--- config.mk ---
export PLATFORM = sky130hd
export DESIGN_NAME = unidade_busca
export DESIGN_NICKNAME = d
export VERILOG_FILES = /design/src/rtl/unidade_busca.sv
export SDC_FILE = /design/constraint.sdc
export NUM_CORES = 1
export LEC_CHECK = 0
export ABC_CLOCK_PERIOD_IN_PS = 5060
export CORE_ASPECT_RATIO = 2
export CORE_UTILIZATION = 40
export DETAILED_ROUTE_END_ITERATION = 6
export PLACE_DENSITY = 0.65
export SYNTH_ARGS = -nofsm -noshare
export SYNTH_HDL_FRONTEND = slang
export SYNTH_SLANG_ARGS = --single-unit
--- constraint.sdc ---
create_clock -name clock -period 5.06 [get_ports clock]
set_clock_uncertainty 0.2 [all_clocks]
set_input_delay 0.506 -clock clock [delete_from_list [all_inputs] [get_ports clock]]
set_output_delay 0.506 -clock clock [all_outputs]
set_load 0.005 [all_outputs]
--- src/rtl/unidade_busca.sv ---
`default_nettype none
// ============================================================================
// Module      : unidade_busca
// Description : Instruction fetch stage. Owns the PC, drives the instruction
//               ROM address, latches the fetched word into the IR and keeps
//               a hardware return-address stack for call/return. Every taken
//               transfer squashes the single wrong-path fetch.
// Revision    : 1.0 - initial release
// ============================================================================
module unidade_busca #(
    parameter int ADDR_W      = 10,
    parameter int STACK_DEPTH = 8,
    parameter int RESET_PC    = 0
) (
    input  logic                           clock,
    input  logic                           reset,
    input  logic                           stall,
    output logic [ADDR_W-1:0]              imem_addr,
    input  logic [31:0]                    imem_data,
    output logic [31:0]                    instr,
    output logic [5:0]                     opcode,
    output logic [5:0]                     opex,
    output logic [ADDR_W-1:0]              ir_pc,
    output logic                           ir_valid,
    input  logic                           jump,
    input  logic                           branch,
    input  logic                           cond,
    input  logic                           push,
    input  logic                           pop,
    input  logic [ADDR_W-1:0]              target,
    input  logic [15:0]                    offset,
    output logic [$clog2(STACK_DEPTH):0]   sp,
    output logic                           stack_err
);

    localparam int                c_PTR_W    = $clog2(STACK_DEPTH);
    localparam int                c_SP_W     = c_PTR_W + 1;
    localparam logic [ADDR_W-1:0] c_RESET_PC = ADDR_W'(RESET_PC);
    localparam logic [c_SP_W-1:0] c_SP_FULL  = c_SP_W'(STACK_DEPTH);

    logic [ADDR_W-1:0] r_pc;
    logic [31:0]       r_instr;
    logic [ADDR_W-1:0] r_ir_pc;
    logic              r_ir_valid;
    logic [c_SP_W-1:0] r_sp;
    logic              r_stack_err;
    logic [ADDR_W-1:0] r_stack [STACK_DEPTH];

    logic              w_act;
    logic              w_do_pop;
    logic              w_pop_ok;
    logic              w_pop_err;
    logic              w_do_jump;
    logic              w_push_ok;
    logic              w_push_err;
    logic              w_do_br;
    logic              w_taken;
    logic [c_SP_W-1:0] w_sp_dec;
    logic [c_PTR_W-1:0] w_top_idx;
    logic [c_PTR_W-1:0] w_push_idx;
    logic [ADDR_W-1:0] w_ret_addr;
    logic [ADDR_W-1:0] w_off_ext;
    logic [ADDR_W-1:0] w_br_target;
    logic [ADDR_W-1:0] w_next_pc;

    assign imem_addr = r_pc;
    assign instr     = r_instr;
    assign opcode    = r_instr[31:26];
    assign opex      = r_instr[5:0];
    assign ir_pc     = r_ir_pc;
    assign ir_valid  = r_ir_valid;
    assign sp        = r_sp;
    assign stack_err = r_stack_err;

    // Decoded controls only count for a real instruction in a non-stalled cycle
    assign w_act      = r_ir_valid & ~stall;
    assign w_do_pop   = w_act & pop;
    assign w_pop_ok   = w_do_pop & (r_sp != '0);
    assign w_pop_err  = w_do_pop & (r_sp == '0);
    assign w_do_jump  = w_act & ~pop & jump;
    assign w_push_ok  = w_do_jump & push & (r_sp != c_SP_FULL);
    assign w_push_err = w_do_jump & push & (r_sp == c_SP_FULL);
    assign w_do_br    = w_act & ~pop & ~jump & branch & cond;
    // An empty-stack pop is not a transfer: flow continues sequentially
    assign w_taken    = w_pop_ok | w_do_jump | w_do_br;

    assign w_sp_dec    = r_sp - c_SP_W'(1);
    assign w_top_idx   = w_sp_dec[c_PTR_W-1:0];
    assign w_push_idx  = r_sp[c_PTR_W-1:0];
    assign w_ret_addr  = r_ir_pc + ADDR_W'(1);
    assign w_off_ext   = ADDR_W'($signed(offset));
    assign w_br_target = w_ret_addr + w_off_ext;

    // Next-PC selection: pop > jump > taken branch > sequential
    always_comb begin
        w_next_pc = r_pc + ADDR_W'(1);
        if (w_pop_ok) begin
            w_next_pc = r_stack[w_top_idx];
        end else if (w_do_jump) begin
            w_next_pc = target;
        end else if (w_do_br) begin
            w_next_pc = w_br_target;
        end
    end

    // PC, IR, stack pointer and error flag; stall freezes all of them
    always_ff @(posedge clock) begin
        if (reset) begin
            r_pc        <= c_RESET_PC;
            r_instr     <= '0;
            r_ir_pc     <= '0;
            r_ir_valid  <= 1'b0;
            r_sp        <= '0;
            r_stack_err <= 1'b0;
        end else if (!stall) begin
            r_pc <= w_next_pc;
            if (w_taken) begin
                r_instr    <= '0;
                r_ir_pc    <= '0;
                r_ir_valid <= 1'b0;
            end else begin
                r_instr    <= imem_data;
                r_ir_pc    <= r_pc;
                r_ir_valid <= 1'b1;
            end
            if (w_pop_ok) begin
                r_sp <= w_sp_dec;
            end else if (w_push_ok) begin
                r_sp <= r_sp + c_SP_W'(1);
            end
            if (w_pop_err || w_push_err) begin
                r_stack_err <= 1'b1;
            end
        end
    end

    // Return-address storage; contents need no reset
    always_ff @(posedge clock) begin
        if (!reset && w_push_ok) begin
            r_stack[w_push_idx] <= w_ret_addr;
        end
    end

endmodule
`default_nettype wire

Yosys cells after proc, flatten, opt, wreduce, memory -nomap -nowiden. Memory sizes are Yosys's and may differ from the RTL's. Cells that the tools add are included.

Bits in registers: 58. Latch bits: 0. RAM bits: 80. Bits in read-only memories: 0. Output and inout port bits: 70. Word-level logic and storage cells: 49. Memories: 1.

Add/sub/neg operators: 5. Multiply operators: 0. Divide/modulo/power cells: 0. Order comparisons: 0. Equality and inequality tests: 2. Shift-type cells: 0. Muxes and demuxes: 10. Bitwise gates (word level): 17. Reductions and logical operators: 8.

Memories: r_stack (depth 8, width 10, read ports 1, clocked after memory_dff 0, wr ports 1, RTL line 47) `logic [ADDR_W-1:0] r_stack [STACK_DEPTH];`.

Operators with widths (number): 10-bit 2-to-1 mux (4); 32-bit 2-to-1 mux (1); 10-bit by 1-bit adder with 10-bit output (second input constant) (2); 1-bit AND (12); 10-bit adder (1); 4-bit 2-to-1 mux (2); 4-bit by 1-bit adder with 4-bit output (second input constant) (1); 4-bit equality test (second input constant) (1); 4-bit zero test (1); 4-bit inequality test (second input constant) (1); 2-bit AND reduction (2); 4-bit nonzero test (1); 4-bit by 1-bit subtractor with 4-bit output (second input constant) (1); 1-bit 2-to-1 mux (3); 1-bit NOT (3); 1-bit bitwise OR (2); 2-bit nonzero test (1); 1-bit logical AND (1); 1-bit zero test (1); 1-bit logical OR (1).

Longest topological paths before layout.
Word-level depth: 9. Depth in mapped cells: 11. Depth with buffers taken out: 11.

Worst setup path before layout. Ideal clock, no wire load.

Path type: register -> register. Start point: register r_sp[0] (netlist: sp[0]). End point: memory r_stack[1][0] (enable). Setup time: 0.390 ns. Arrival: 2.183 ns. Setup slack: 2.288 ns. Cell stages (with the launch flop): 10. Buffers on the path: 2. Period minus slack after synthesis: 2.772 ns. Cell sequence: dfxtp_1 -> buf_6 -> buf_4 -> inv_1 -> ha_1 -> nand3_1 -> nand3_1 -> nor2_1 -> nand2_1 -> nor3_1.

Word-level cells in the longest chain between the ends: 5.

Ends and longest elaborated chain: start, declared (RTL line 45) `logic [c_SP_W-1:0] r_sp;`; start signal, assigned (RTL line 127) `r_sp <= w_sp_dec;`; start signal, assigned (RTL line 129) `r_sp <= r_sp + c_SP_W'(1);`; 4-bit inequality test (RTL line 81) `assign w_push_ok = w_do_jump & push & (r_sp != c_SP_FULL);`; 1-bit AND (RTL line 81); 1-bit logical AND (RTL line 139) `if (!reset && w_push_ok) begin`; 1-bit 2-to-1 mux (RTL line 139); 1-bit 2-to-1 mux (implied by the code) (RTL line 140) `r_stack[w_push_idx] <= w_ret_addr;`; end, declared (RTL line 47).

Several ways; a longest one is shown, not always the timed one.

Final worst setup path.
Start point: register r_ir_pc[2] (netlist: ir_pc[2]). End point: register r_pc[9] (netlist: imem_addr[9]).

Word-level cells in the longest chain between the ends: 5.

Ends and longest elaborated chain: start, declared (RTL line 43) `logic [ADDR_W-1:0] r_ir_pc;`; start signal, assigned (RTL line 123) `r_ir_pc <= r_pc;`; 10-bit by 1-bit adder with 10-bit output (RTL line 90) `assign w_ret_addr = r_ir_pc + ADDR_W'(1);`; named net w_ret_addr[5] (RTL line 61) `logic [ADDR_W-1:0] w_ret_addr;`; 10-bit adder (RTL line 92) `assign w_br_target = w_ret_addr + w_off_ext;`; 10-bit 2-to-1 mux (RTL line 101) `end else if (w_do_br) begin`; 10-bit 2-to-1 mux (RTL line 99) `end else if (w_do_jump) begin`; 10-bit 2-to-1 mux (RTL line 97) `if (w_pop_ok) begin`; end signal, assigned (RTL line 109) `r_pc <= c_RESET_PC;`; end signal, assigned (RTL line 116) `r_pc <= w_next_pc;`; end, declared (RTL line 41) `logic [ADDR_W-1:0] r_pc;`.

The timed path passes the listed nets, and every way through them passes these cells. A chain may end at the register's enable or synchronous reset.

==> run_results.csv <==
group,metric,value,unit
synth,synth_edf_count,80,
synth,yosysTopAreaCellShare,36.52,%
synth,synth.cell_area,0.006579,mm²
cells_and_area,antenna_cells,0,
hold_path,worstHoldPathType,"register to register",
cts,clk_pin_slew,0.06,ns
worst_setup_path,r2r_slack,1.64,ns
cts,clock-sinks,138,
synth,synth_seq_cells,138,
synth,yosysMostFrequentCell,"edfxtp_1",
sta,fin_crit,3.424,ns
global_routing,track_usage,20.58,%
synth,ys.flop_type,"edfxtp_1",
global_routing,antenna_found_initial,0,
floorplan,dieArea,0.01700,mm²
power_and_ir_drop,p_clk_share,43.7,%
outcome,status,"finished, final reports clean",
global_routing,grt_pass1_wl,25520,µm
route,drtAntennaViolNets,0,
global_routing,grt_remaining_overflow,0,
route,drtIter0Drc,213,
cells_and_area,area_delta_synth_final,28.28,%
placement,portBuffers,129,
placement,dp.final_hpwl,11890,µm
floorplan,die_h,183.4,µm
synth,seq_area_frac_synth,54.17,%
cts,post_cts_buffers,0,
synth,syn_inst,504,
cts,clockBufferDepth,2,
synth,synth_async_sr_flop_share,0,%
placement,gp_congestion,0.9026,
synth,ys_top_cells_by_count,"edfxtp_1 (80), dfxtp_1 (58), nor2_2 (41)",
sta,fin_crit_sh,67.67,%
sta,setup_viol,0,
global_routing,grt_max_degree,66,
power_and_ir_drop,finalPower,2.727,mW
route,drc,0,
cells_and_area,drive_gt1_share,24.32,%
cts,clock_latency,0.43,ns
floorplan,rows,66,
worst_setup_path,endpoint_kind,"register",
worst_setup_path,startpoint_type,"register",
cts,postCtsHoldBufs,0,
cts,numCtsBuffers,17,
power_and_ir_drop,cellPowerDensity,323.1,mW/mm²
route,wirelength,16720,µm
worst_setup_path,reg2reg_from,"ir_pc[2]",
sta,worst_pin_slew,1.121,ns
sta,fin_ws,1.636,ns
job,max_cap_viol_count,0,
route,detail_route.first_pass.iterations,4,
floorplan,die_x,92.69,µm
worst_setup_path,worstRegToRegCells,10,
cells_and_area,fin_util,52.14,%
power_and_ir_drop,combPwrFrac,10.9,%
placement,place_ws,1.578,ns
worst_setup_path,crit_fanout,9,
cts,cts_resized,0,
cts,root_buffer,"clkbuf_16",
sta,finalHoldViolCount,0,
power_and_ir_drop,p_leak,2.821,nW
synth,post_synth.cell_area_avg,13.05,µm²
sta,max_freq,292.0,MHz
floorplan,core,0.01619,mm²
power_and_ir_drop,swShare,24.68,%
global_routing,grt_pass1_vias,4702,
worst_setup_path,crit_type,"register to register",
synth,synthDistinctLibCells,57,
route,route.vias.total,4536,
worst_setup_path,r2r-end,"imem_addr[9]",
synth,yosysWarnings,0,
sta,slew_headroom,24.99,%
synth,synthTopCellsByArea,"edfxtp_1 (37%), dfxtp_1 (18%), a22oi_2 (7.4%)",
synth,syn-num-nets,584,
route,wire_per_inst,20.07,µm
synth,yosysTopAreaCell,"edfxtp_1",
placement,place_area,0.007874,mm²
sta,tns,0,ns
worst_setup_path,worstSetupStartpoint,"ir_pc[2]",
power_and_ir_drop,irDropWorstVdd,0.2071,mV
worst_setup_path,worst_ep_required_time,5.14,ns
sta,rsz0062_at_grt,"false",
cells_and_area,layout.nets,696,
power_and_ir_drop,p_sw,0.6729,mW
cells_and_area,fin_area,0.008439,mm²
cts,cts_tree,"built",
worst_setup_path,worst-endpoint-arrival,3.50,ns
power_and_ir_drop,intPower,2.054,mW
floorplan,ioPinCount,136,
floorplan,start_util,40.65,%
cts,cts-htree-levels,4,
sta,maxSlewViolCount,0,
power_and_ir_drop,seq_power_share,45.5,%
route,via_per_inst,5.445,
worst_setup_path,crit_end,"imem_addr[9]",
==> how the worst min path moves through the flow <==
stage	startpoint	to	cells past startpoint	slack, ns
3_3_place_gp	stack_err	stack_err	2	0.26
5_1_grt	stack_err	stack_err	2	0.32
3_5_place_dp	stack_err	stack_err	2	0.26
6_report	stack_err	stack_err	2	0.27
2_1_floorplan	stack_err	stack_err	2	0.26
4_1_cts	stack_err	stack_err	2	0.28
==> kinds of logic (layout without fill, tap and decap cells) <==
logic type,Yosys count,after routing,synth area share [%]
AND/OR/NAND/NOR,127,127,10.92
AO/OA/AOI/OAI,120,120,16.20
flip-flops,138,138,54.16
adder cells (fa/ha/maj),14,14,2.777
multiplexers,21,21,6.999
buffers and inverters,58,183,5.268
XOR/XNOR,26,26,3.671
==> placed cells by master (no fill, tap or decap), drive strengths merged, types with 2 or more instances in the layout <==
master / n
xnor2: 18
a31oi: 2
nor4: 7
inv: 22
a21o: 3
a221oi: 12
clkbuf: 17
nand4: 3
nor3: 4
a221o: 3
buf: 8
dfxtp: 58
a211oi: 4
mux4: 20
or2: 2
nand3: 14
a21oi: 16
o21bai: 2
edfxtp: 80
o2bb2ai: 2
nand2: 19
clkinv: 7
o21ai: 17
o211ai: 9
ha: 13
clkdlybuf4s50: 127
nor2: 68
and3: 3
xor2: 7
a22oi: 44
o221ai: 2
nand2b: 3
==> stage by stage <==
stage,hold WS [ns],std cells
2_1_floorplan,0.2604,504
3_3_place_gp,0.2620,801
4_1_cts,0.2762,833
6_report,0.2716,833
3_5_place_dp,0.2619,801
5_1_grt,0.3162,833
==> cell type report <==
| type | instances | area (µm²) |
|---|---|---|
| flip-flops and latches | 138 | 3563 |
| well taps | 204 | 255.2 |
| repair buffers | 135 | 1326 |
| clock inverters | 15 | 140.1 |
| multi-input cells | 308 | 2669 |
| inverters | 16 | 60.06 |
| clock buffers | 17 | 425.4 |
| fillers | 1392 | 7746 |
==> metal layers <==
metal  wire, µm  part of all wire (%)  vias up  global-route usage, %
li1           -                     -     2128                      -
met1       5699                    34     2196                  20.21
met2       9380                    56      173                  38.37
met3        947                   5.7       39                  4.643
met4        691                   4.1        0                  12.25
met5          0                     0        -                      0
==> state kept, by name, indices dropped and copies added (netlist names) <==
name and flops:
r_stack 80, instr 32, imem_addr 10, ir_pc 10, sp 4, ir_valid 1, stack_err 1
==> power groups by stage <==
| stage | Sequential (mW) | Clock (mW) | Combinational [mW] |
|---|---|---|---|
| 2_1_floorplan | 1.26 | 0 | 0.165 |
| 5_1_grt | 1.24 | 1.26 | 0.321 |
| 4_1_cts | 1.24 | 1.21 | 0.298 |
| 3_3_place_gp | 1.26 | 0 | 0.292 |
| 6_report | 1.24 | 1.19 | 0.296 |
| 3_5_place_dp | 1.26 | 0 | 0.297 |
==> worst max-delay path: stages, from the launching register on <==
cell and delay [ns]:
dfxtp_1 0.46, nand4_1 0.18, or2_2 0.33, xnor2_1 0.70, ha_1 0.42, o21ai_0 0.14
nor2_1 0.08, a21oi_1 0.35, xnor2_1 0.16, o21ai_0 0.10, o2bb2ai_1 0.14
(Power assumes the default switching activity.)
